`src/rtl/pak_rv_pkg.sv`:
```
// Shared types for the pak-rv fetch path: the buffered fetch entry and counter sizing.
package pak_rv_pkg;

    localparam int unsigned INSTR_BYTES = 4;
    localparam int unsigned XLEN        = 32;

    typedef struct packed {
        logic [XLEN-1:0] pc;
        logic [XLEN-1:0] instr;
    } fetch_entry_t;

    // Counters must hold the value FIFO_DEPTH itself, hence the extra bit.
    function automatic int unsigned fetch_cnt_w(input int unsigned depth);
        return $clog2(depth) + 1;
    endfunction

endpackage

```
`src/rtl/pak_rv_fetch_fifo.sv`:
```
// Prefetch FIFO of fetch_entry_t; DEPTH must be a power of 2. Flush beats push/pop.
module pak_rv_fetch_fifo
    import pak_rv_pkg::*;
#(
    parameter int unsigned DEPTH = 4,
    localparam int unsigned CW = fetch_cnt_w(DEPTH),
    localparam int unsigned AW = $clog2(DEPTH)
) (
    input  logic          clk,
    input  logic          rst,
    input  logic          push,
    input  logic          pop,
    input  logic          flush,
    input  fetch_entry_t  wdata,
    output fetch_entry_t  rdata,
    output logic          full,
    output logic          empty,
    output logic [CW-1:0] count
);

    fetch_entry_t  mem [DEPTH];
    logic [AW-1:0] rd_ptr;
    logic [AW-1:0] wr_ptr;

    always_ff @(posedge clk) begin
        if (rst || flush) begin
            rd_ptr <= '0;
            wr_ptr <= '0;
            count  <= '0;
        end else begin
            if (push) wr_ptr <= wr_ptr + 1'b1;
            if (pop)  rd_ptr <= rd_ptr + 1'b1;
            count <= count + CW'(push) - CW'(pop);
        end
    end

    always_ff @(posedge clk) begin
        if (push && !flush && !rst) mem[wr_ptr] <= wdata;
    end

    assign rdata = mem[rd_ptr];
    assign full  = (count == CW'(DEPTH));
    assign empty = (count == '0);

endmodule

```
`src/rtl/pak_rv_fetch_unit.sv`:
```
// Decoupled fetch front end: credit-limited imem requests, PC-tagged prefetch FIFO, redirect/flush.
// Optional FETCH_PERF_EN adds perf_fetched / perf_flushed counters. DATA_WIDTH up to 32.
module pak_rv_fetch_unit
    import pak_rv_pkg::*;
#(
    parameter int unsigned DATA_WIDTH    = 32,
    parameter int unsigned IMEM_SZ_IN_KB = 1,
    parameter int unsigned RESET_PC      = 0,
    parameter int unsigned FIFO_DEPTH    = 4,
    localparam int unsigned PC_SIZE = $clog2(IMEM_SZ_IN_KB * 1024)
) (
    input  logic                  clk,
    input  logic                  rst,
    output logic                  imem_req_valid,
    input  logic                  imem_req_ready,
    output logic [PC_SIZE-1:0]    imem_req_addr,
    input  logic                  imem_rsp_valid,
    input  logic [DATA_WIDTH-1:0] imem_rsp_data,
    input  logic                  redirect_valid,
    input  logic [PC_SIZE-1:0]    redirect_pc,
    output logic                  if_valid,
    input  logic                  if_ready,
    output logic [DATA_WIDTH-1:0] if_instr,
    output logic [PC_SIZE-1:0]    if_pc
`ifdef FETCH_PERF_EN
    ,
    output logic [31:0]           perf_fetched,
    output logic [31:0]           perf_flushed
`endif
);

    localparam int unsigned CW = fetch_cnt_w(FIFO_DEPTH);

    logic [PC_SIZE-1:0] fetch_pc;
    logic [PC_SIZE-1:0] rsp_pc;
    logic [PC_SIZE-1:0] redirect_base;
    logic [CW-1:0]      outstanding;
    logic [CW-1:0]      outstanding_after;
    logic [CW-1:0]      drop_cnt;
    logic [CW-1:0]      count;
    logic               req_fire;
    logic               push;
    logic               pop;
    logic               fifo_full;
    logic               fifo_empty;
    fetch_entry_t       push_entry;
    fetch_entry_t       head;
    logic               unused_redirect_lsb;

    assign redirect_base       = {redirect_pc[PC_SIZE-1:2], 2'b00};
    assign unused_redirect_lsb = ^redirect_pc[1:0];

    // In-flight plus buffered never exceeds the FIFO, so every response has a slot.
    assign imem_req_valid = !rst && !redirect_valid &&
                            (({1'b0, outstanding} + {1'b0, count}) < (CW + 1)'(FIFO_DEPTH));
    assign imem_req_addr  = fetch_pc;
    assign req_fire       = imem_req_valid && imem_req_ready;

    // A response landing in the redirect cycle belongs to the old path.
    assign push              = imem_rsp_valid && !redirect_valid && (drop_cnt == '0);
    assign outstanding_after = outstanding - CW'(imem_rsp_valid);

    assign if_valid = !rst && !fifo_empty && !redirect_valid;
    assign pop      = if_valid && if_ready;
    assign if_instr = head.instr[DATA_WIDTH-1:0];
    assign if_pc    = head.pc[PC_SIZE-1:0];

    assign push_entry.pc    = XLEN'(rsp_pc);
    assign push_entry.instr = XLEN'(imem_rsp_data);

    if (PC_SIZE < XLEN) begin : g_pc_pad
        logic unused_pc_hi;
        assign unused_pc_hi = ^head.pc[XLEN-1:PC_SIZE];
    end
    if (DATA_WIDTH < XLEN) begin : g_instr_pad
        logic unused_instr_hi;
        assign unused_instr_hi = ^head.instr[XLEN-1:DATA_WIDTH];
    end

    always_ff @(posedge clk) begin
        if (rst) begin
            fetch_pc    <= PC_SIZE'(RESET_PC);
            rsp_pc      <= PC_SIZE'(RESET_PC);
            outstanding <= '0;
            drop_cnt    <= '0;
        end else begin
            outstanding <= outstanding_after + CW'(req_fire);
            if (redirect_valid) begin
                fetch_pc <= redirect_base;
                rsp_pc   <= redirect_base;
                drop_cnt <= outstanding_after;
            end else begin
                if (req_fire) fetch_pc <= fetch_pc + PC_SIZE'(INSTR_BYTES);
                if (push)     rsp_pc   <= rsp_pc + PC_SIZE'(INSTR_BYTES);
                if (imem_rsp_valid && drop_cnt != '0) drop_cnt <= drop_cnt - 1'b1;
            end
        end
    end

    pak_rv_fetch_fifo #(
        .DEPTH (FIFO_DEPTH)
    ) u_fifo (
        .clk   (clk),
        .rst   (rst),
        .push  (push),
        .pop   (pop),
        .flush (redirect_valid),
        .wdata (push_entry),
        .rdata (head),
        .full  (fifo_full),
        .empty (fifo_empty),
        .count (count)
    );

`ifdef FETCH_PERF_EN
    // On redirect: buffered entries plus in-flight responses not already marked for drop.
    always_ff @(posedge clk) begin
        if (rst) begin
            perf_fetched <= '0;
            perf_flushed <= '0;
        end else begin
            if (pop) perf_fetched <= perf_fetched + 32'd1;
            if (redirect_valid) begin
                perf_flushed <= perf_flushed + 32'(count) + 32'(outstanding - drop_cnt);
            end
        end
    end
`endif

    always_ff @(posedge clk) begin
        if (!rst && imem_rsp_valid) begin
            assert (outstanding != '0 || drop_cnt != '0);
        end
        if (!rst && push && !pop) begin
            assert (!fifo_full);
        end
    end

endmodule

```
`config.mk`:
```
export PLATFORM = sky130hd
export DESIGN_NAME = pak_rv_fetch_unit
export DESIGN_NICKNAME = d
export VERILOG_FILES = /design/src/rtl/pak_rv_pkg.sv /design/src/rtl/pak_rv_fetch_fifo.sv /design/src/rtl/pak_rv_fetch_unit.sv
export SDC_FILE = /design/constraint.sdc
export NUM_CORES = 1
export LEC_CHECK = 0
export ABC_AREA = 1
export CAP_MARGIN = 10
export CORE_MARGIN = 2
export CORE_UTILIZATION = 45
export DETAILED_ROUTE_END_ITERATION = 10
export GPL_TIMING_DRIVEN = 0
export PLACE_DENSITY = 0.81
export SLEW_MARGIN = 15
export SYNTH_ARGS = -nofsm -noshare
export SYNTH_HDL_FRONTEND = slang
export SYNTH_SLANG_ARGS = --single-unit
```
`constraint.sdc`:
```
create_clock -name clk -period 3.4 [get_ports clk]
set_clock_uncertainty 0.05 [all_clocks]
set_input_delay 0.68 -clock clk [delete_from_list [all_inputs] [get_ports clk]]
set_output_delay 0.68 -clock clk [all_outputs]
set_load 0.02 [all_outputs]
```
---- Word-level counts from Yosys, hierarchy flattened ----
Memories as Yosys holds them, arrays and structs flattened. A register that Yosys moved wholly into a read port is not among the register bits.
Index checks and enable logic that the tools add are counted.
W data, S select, Z words.
word-level totals
  bits in writable memories ............... 168
  memories ................................ 1
  output and inout bits ................... 54
  flip-flop bits (word level) ............. 33
memory list
  name        words  width  rd ports  clocked after Yosys merged registers in  wr ports  line                     text
  u_fifo.mem  4      42     1         1                                        1         pak_rv_fetch_fifo.sv:21  fetch_entry_t mem [DEPTH];
operators by class
  reductions and logical operators ........ 22
  muxes and demuxes ....................... 10
  order comparisons ....................... 1
  add/sub/neg operators ................... 10
operators with widths
  cell                     count
  $mux W10                 4
  $add A10 B3 Y10 const B  2
  $logic_and A1 B1 Y1      11
  $add A3 B1 Y3            2
  $logic_not A3 Y1         2
  $mux W3                  2
  $reduce_bool A2 Y1       3
  $sub A3 B1 Y3            2
  $add A2 B1 Y2 const B    2
  $add A3 B3 Y4            1
  $lt A4 B3 Y1 const B     1
  $mux W2                  2
  $logic_not A1 Y1         3
  $reduce_bool A3 Y1       1
  $sub A3 B1 Y3 const B    1
  $mux W1                  2
  $reduce_or A2 Y1         1
  $logic_or A1 B1 Y1       1

---- Longest topological paths before layout ----
  word-level depth ........................ 7
  depth in mapped cells ................... 14
  gate-level depth less buffers ........... 13

---- By module ----
Synthesis repeated with hierarchy kept, for this count alone.
unflattened totals
  cell total of the unflattened synthesis .. 1,015
  area, all modules ....................... 11,862.6 µm²
modules (own cells, without submodules)
  module             area each (µm²)  cells an instance  seq. area each (µm²)  instances
  pak_rv_fetch_fifo  10,436.3         803                7,867.5               1
  pak_rv_fetch_unit  1,426.4          212                440.4                 1

---- Least setup slack after synthesis ----
OpenSTA, ideal clock, no wires.
  path type ............................... input to register
  start point ............................. input redirect_valid
  end point ............................... memory u_fifo.mem[0][0] in the netlist's numbering, enable pin
  arrival time ............................ 2,920 ps
  path slack .............................. -8 ps
  required time ........................... 2,913 ps
  library setup time ...................... 437 ps
  cell stages on the path ................. 6
  cell sequence ........................... buf_6 nor2_4 inv_2 nor2_1 inv_1 nor2_1
on the way
  word-level cells in the longest chain between the ends .. 7
RTL lines
  item                                   line                                              text
  from (decl)                            pak_rv_fetch_unit.sv:19                           input logic redirect_valid,
  $logic_not A1 Y1 (*)                   pak_rv_fetch_fifo.sv:38, pak_rv_fetch_unit.sv:60
  $logic_and A1 B1 Y1 (2 in series)      pak_rv_fetch_unit.sv:60                           assign push = imem_rsp_valid && !redirect_valid && (drop_cnt == '0);
  $logic_and A1 B1 Y1 (*) (2 in series)  pak_rv_fetch_fifo.sv:38                           if (push && !flush && !rst) mem[wr_ptr] <= wdata;
  $mux W1 (*)                            pak_rv_fetch_fifo.sv:38
  $mux W1 (implied by the code) (*)      pak_rv_fetch_fifo.sv:38
  to (decl)                              pak_rv_fetch_fifo.sv:21
Every way passes the cells marked *; elsewhere a longest branch is shown, timed or not.

==> results.ini <==
[detailed_routing]
vias = 5241
first_iter_violations = 321
drc = 0
ant_nets = 0
via_per_inst = 5.231
avgRoutedWirePerCell_um = 16.22
dr.pass1.iters = 5
drt-total-wl_um = 16250

[power]
power_density_mw_per_mm2 = 518.4
vdd_ir_drop_max_v = 0.0003995
p_leak_uw = 0.003459

[final_layout]
nets = 834
syn_to_final_growth_pct = 25.57
drive_gt1_frac = 0.08440
diodes = 0
utilization = 0.5820

[min_path]
min_path_type = flip-flop to flip-flop
min_path_cells = 2
min_from = u_fifo.count[2]$_SDFF_PP0_
holdPathEnd = u_fifo.count[2]$_SDFF_PP0_

[die]
initial_core_util = 0.4634
die_w_um = 135.2
core_mm2 = 0.01670
die_area_mm2 = 0.01827
row_count = 47
num_io_pins = 102
die_y_um = 135.2

[synth]
syn_avg_cell_area_um2 = 11.93
syn_area_mm2 = 0.007740
yosysSeqAreaShare = 0.7009
synth.distinct_cells = 37
ys_ff_latch = 191
syn_inst = 649
synth.yosys.warnings = 0

[worst_setup_path]
r2r_cells = 12
worstPathArrival_ps = 2540
critPathSlowestCell = clkdlybuf4s50_1
slowest_delay_ps = 670
rr_startpoint = u_fifo.count[2]$_SDFF_PP0_
start_kind = flip-flop
critPathMaxFanout = 10
critPathKind = flip-flop to output pin
r2r_slack_ps = 1090
worst_r2r_endpoint = u_fifo.count[2]$_SDFF_PP0_
path_cells = buf_2 -> clkbuf_1 -> o21ai_0 -> o22ai_1 -> clkdlybuf4s50_1
cp-end-kind = output pin
worstPathRequired_ps = 2670

[clock_network]
htreeDepth = 4
clk_latency_ps = 440
numCtsBuffers = 17
clock_tree.buffer_depth = 2
root_buffer = clkbuf_16
cts.sinks = 191
clk_pin_slew_ps = 70
cts_tree = yes
cts_setup_buffers = 0

[place]
globalplace.congestion = 0.8925
hpwl_um = 10590
portBuffers = 94
pre_cts_slack_ps = 11.83

[timing]
tightest_slew_ps = 666.2
slew_headroom = 0.5548
drv_slew = 0
hold_viol = 0
finalSetupViolations = 0
fin_ws_ps = 126.1
rsz0062_at_grt = false
period_share = 0.9629
fin_crit_ps = 3274
fmax_mhz = 305.4

[global_route]
grt_pass1_wl_um = 25300
grt_pass1_vias = 5075
grt_max_degree = 25
antenna_found_initial = 0
grt_remaining_overflow = 0
grt_usage = 0.1854

[status]
status = complete, no violations

[flow_run]
cap_violations = 0

==> synth_stat cells <==
cell type / number / share of area
buf_2: 2 / 0.0013
clkbuf_1: 26 / 0.013
inv_2: 4 / 0.0019
nand4_1: 2 / 0.0016
buf_6: 1 / 0.0015
nor3_1: 1 / 0.00065
o21bai_1: 2 / 0.0019
edfxtp_1: 160 / 0.62
nand3_1: 18 / 0.012
buf_4: 4 / 0.0039
o31ai_1: 1 / 0.00097
nand2_4: 3 / 0.0044
nor3_4: 1 / 0.0021
dfxtp_1: 31 / 0.080
conb_1: 1 / 0.00048
nor2_4: 2 / 0.0029
fa_1: 1 / 0.0026
or2_2: 1 / 0.00081
a31oi_1: 5 / 0.0040
inv_1: 40 / 0.019
o311ai_0: 1 / 0.0011
clkinv_1: 1 / 0.00048
nand2_2: 1 / 0.00081
ha_1: 16 / 0.026
nor2_1: 109 / 0.053
nor2_2: 2 / 0.0016
or2_0: 1 / 0.00081
nand3b_1: 2 / 0.0019
xnor2_1: 1 / 0.0011
o22ai_1: 40 / 0.032
a21oi_1: 15 / 0.0097
clkbuf_2: 1 / 0.00065
xor2_1: 6 / 0.0068
nand2_1: 49 / 0.024
nand3_2: 1 / 0.0013
a221oi_1: 1 / 0.0011
o21ai_0: 96 / 0.062
==> through the flow <==
| step | cell area [um^2] | TNS, ps | cells | hold WS, ps | power (uW) |
|---|---|---|---|---|---|
| 2_1_floorplan | 7751 | -1227 | 652 | 418.7 | 2864 |
| 3_3_place_gp | 8967 | -262370 | 966 | 434.1 | 3019 |
| 3_5_place_dp | 9092 | 0 | 970 | 452.4 | 3034 |
| 4_1_cts | 9716 | 0 | 1002 | 462.1 | 5064 |
| 5_1_grt | 9719 | 0 | 1002 | 486.5 | 5198 |
| 6_report | 9719 | 0 | 1002 | 456.4 | 5039 |
==> how the worst max path moves through the flow <==
stage,from,endpoint,depth (start not counted)
after floorplan,redirect_valid,u_fifo.mem[0][0]$_DFFE_PP_,6
after global placement,rst,u_fifo.mem[3][28]$_DFFE_PP_,6
after detailed placement,rst,u_fifo.count[2]$_SDFF_PP0_,14
after CTS,flip-flop,if_pc[7],6
after global routing,flip-flop,if_instr[18],6
final,flip-flop,if_pc[7],5
==> placed cells by master, fill, tap and decap left out, types with 2 or more instances in the layout <==
| master | synthesis | layout |
|---|---|---|
| o22ai_1 | 40 | 40 |
| nand4_1 | 2 | 2 |
| inv_6 | 0 | 2 |
| nor2_2 | 2 | 2 |
| clkdlybuf4s50_1 | 0 | 94 |
| xor2_1 | 6 | 6 |
| o21ai_0 | 96 | 96 |
| nor2_4 | 2 | 6 |
| a21oi_1 | 15 | 15 |
| buf_16 | 0 | 2 |
| clkinv_2 | 0 | 2 |
| clkinv_8 | 0 | 3 |
| o21bai_1 | 2 | 2 |
| buf_2 | 2 | 2 |
| buf_12 | 0 | 2 |
| nand3b_1 | 2 | 2 |
| clkbuf_2 | 1 | 4 |
| nand3_1 | 18 | 18 |
| buf_4 | 4 | 4 |
| a31oi_1 | 5 | 5 |
| conb_1 | 1 | 4 |
| inv_2 | 4 | 4 |
| inv_1 | 40 | 40 |
| dfxtp_1 | 31 | 31 |
| bufinv_16 | 0 | 2 |
| nor2_1 | 109 | 105 |
| edfxtp_1 | 160 | 160 |
| clkbuf_1 | 26 | 23 |
| clkbuf_16 | 0 | 17 |
| nand2_1 | 49 | 49 |
| ha_1 | 16 | 16 |
| nand2_4 | 3 | 3 |
| inv_8 | 0 | 4 |
==> area by class of cell <==
type	instances	area [um^2]
Timing Repair Buffer	98	1036
Buffer	34	157.7
Clock buffer	17	425.4
Inverter	45	168.9
Sequential cell	191	5425
Clock inverter	15	197.7
Multi-Input combinational cell	382	2033
Fill cell	1340	6982
Tap cell	220	275.3
==> power breakdown <==
part | switching [uW] | total, uW | internal, uW
Clock | 932 | 2060 | 1120
Sequential | 39.0 | 2630 | 2590
Combinational | 200 | 358 | 157
Total | 1170 | 5040 | 3870
==> routing by layer <==
| layer | vias to the layer above | global-route usage | share of wire |
|---|---|---|---|
| li1 | 2551 | - | - |
| met1 | 2443 | 0.2199 | 0.40 |
| met2 | 218 | 0.3190 | 0.50 |
| met3 | 29 | 0.04452 | 0.071 |
| met4 | 0 | 0.08854 | 0.026 |
| met5 | - | 0 | 0 |
==> flip-flops by register name, indices dropped and copies added (netlist names), named ones only <==
signal	cells
u_fifo.mem	160
drop_cnt	3
rsp_pc	8
u_fifo.rd_ptr	2
imem_req_addr	8
u_fifo.count	3
outstanding	3
u_fifo.wr_ptr	2
==> cell families (layout without fill, tap and decap cells) <==
logic type	Yosys count	in the layout	share of synthesized area
other	1	4	0.0004845
DFF	191	191	0.7009
xor gates and xnor gates	7	7	0.007921
and+or+nand+nor	193	193	0.1072
adders and majority gates	17	17	0.02845
AOI/OAI and AO/OA	161	161	0.1133
buffers and inverters	79	209	0.04170
==> timing repair <==
item,CTS,global route
hold buffers,0,0
resized for setup,0,6
setup endpoints to repair,0,10
==> worst max-delay path, delay by kind of cell (launching register included) <==
kind | cells | cell delay [ps]
buffers and inverters | 3 | 1310
DFF | 1 | 310
AOI/OAI and AO/OA | 2 | 480
(Power assumes the default switching activity.)
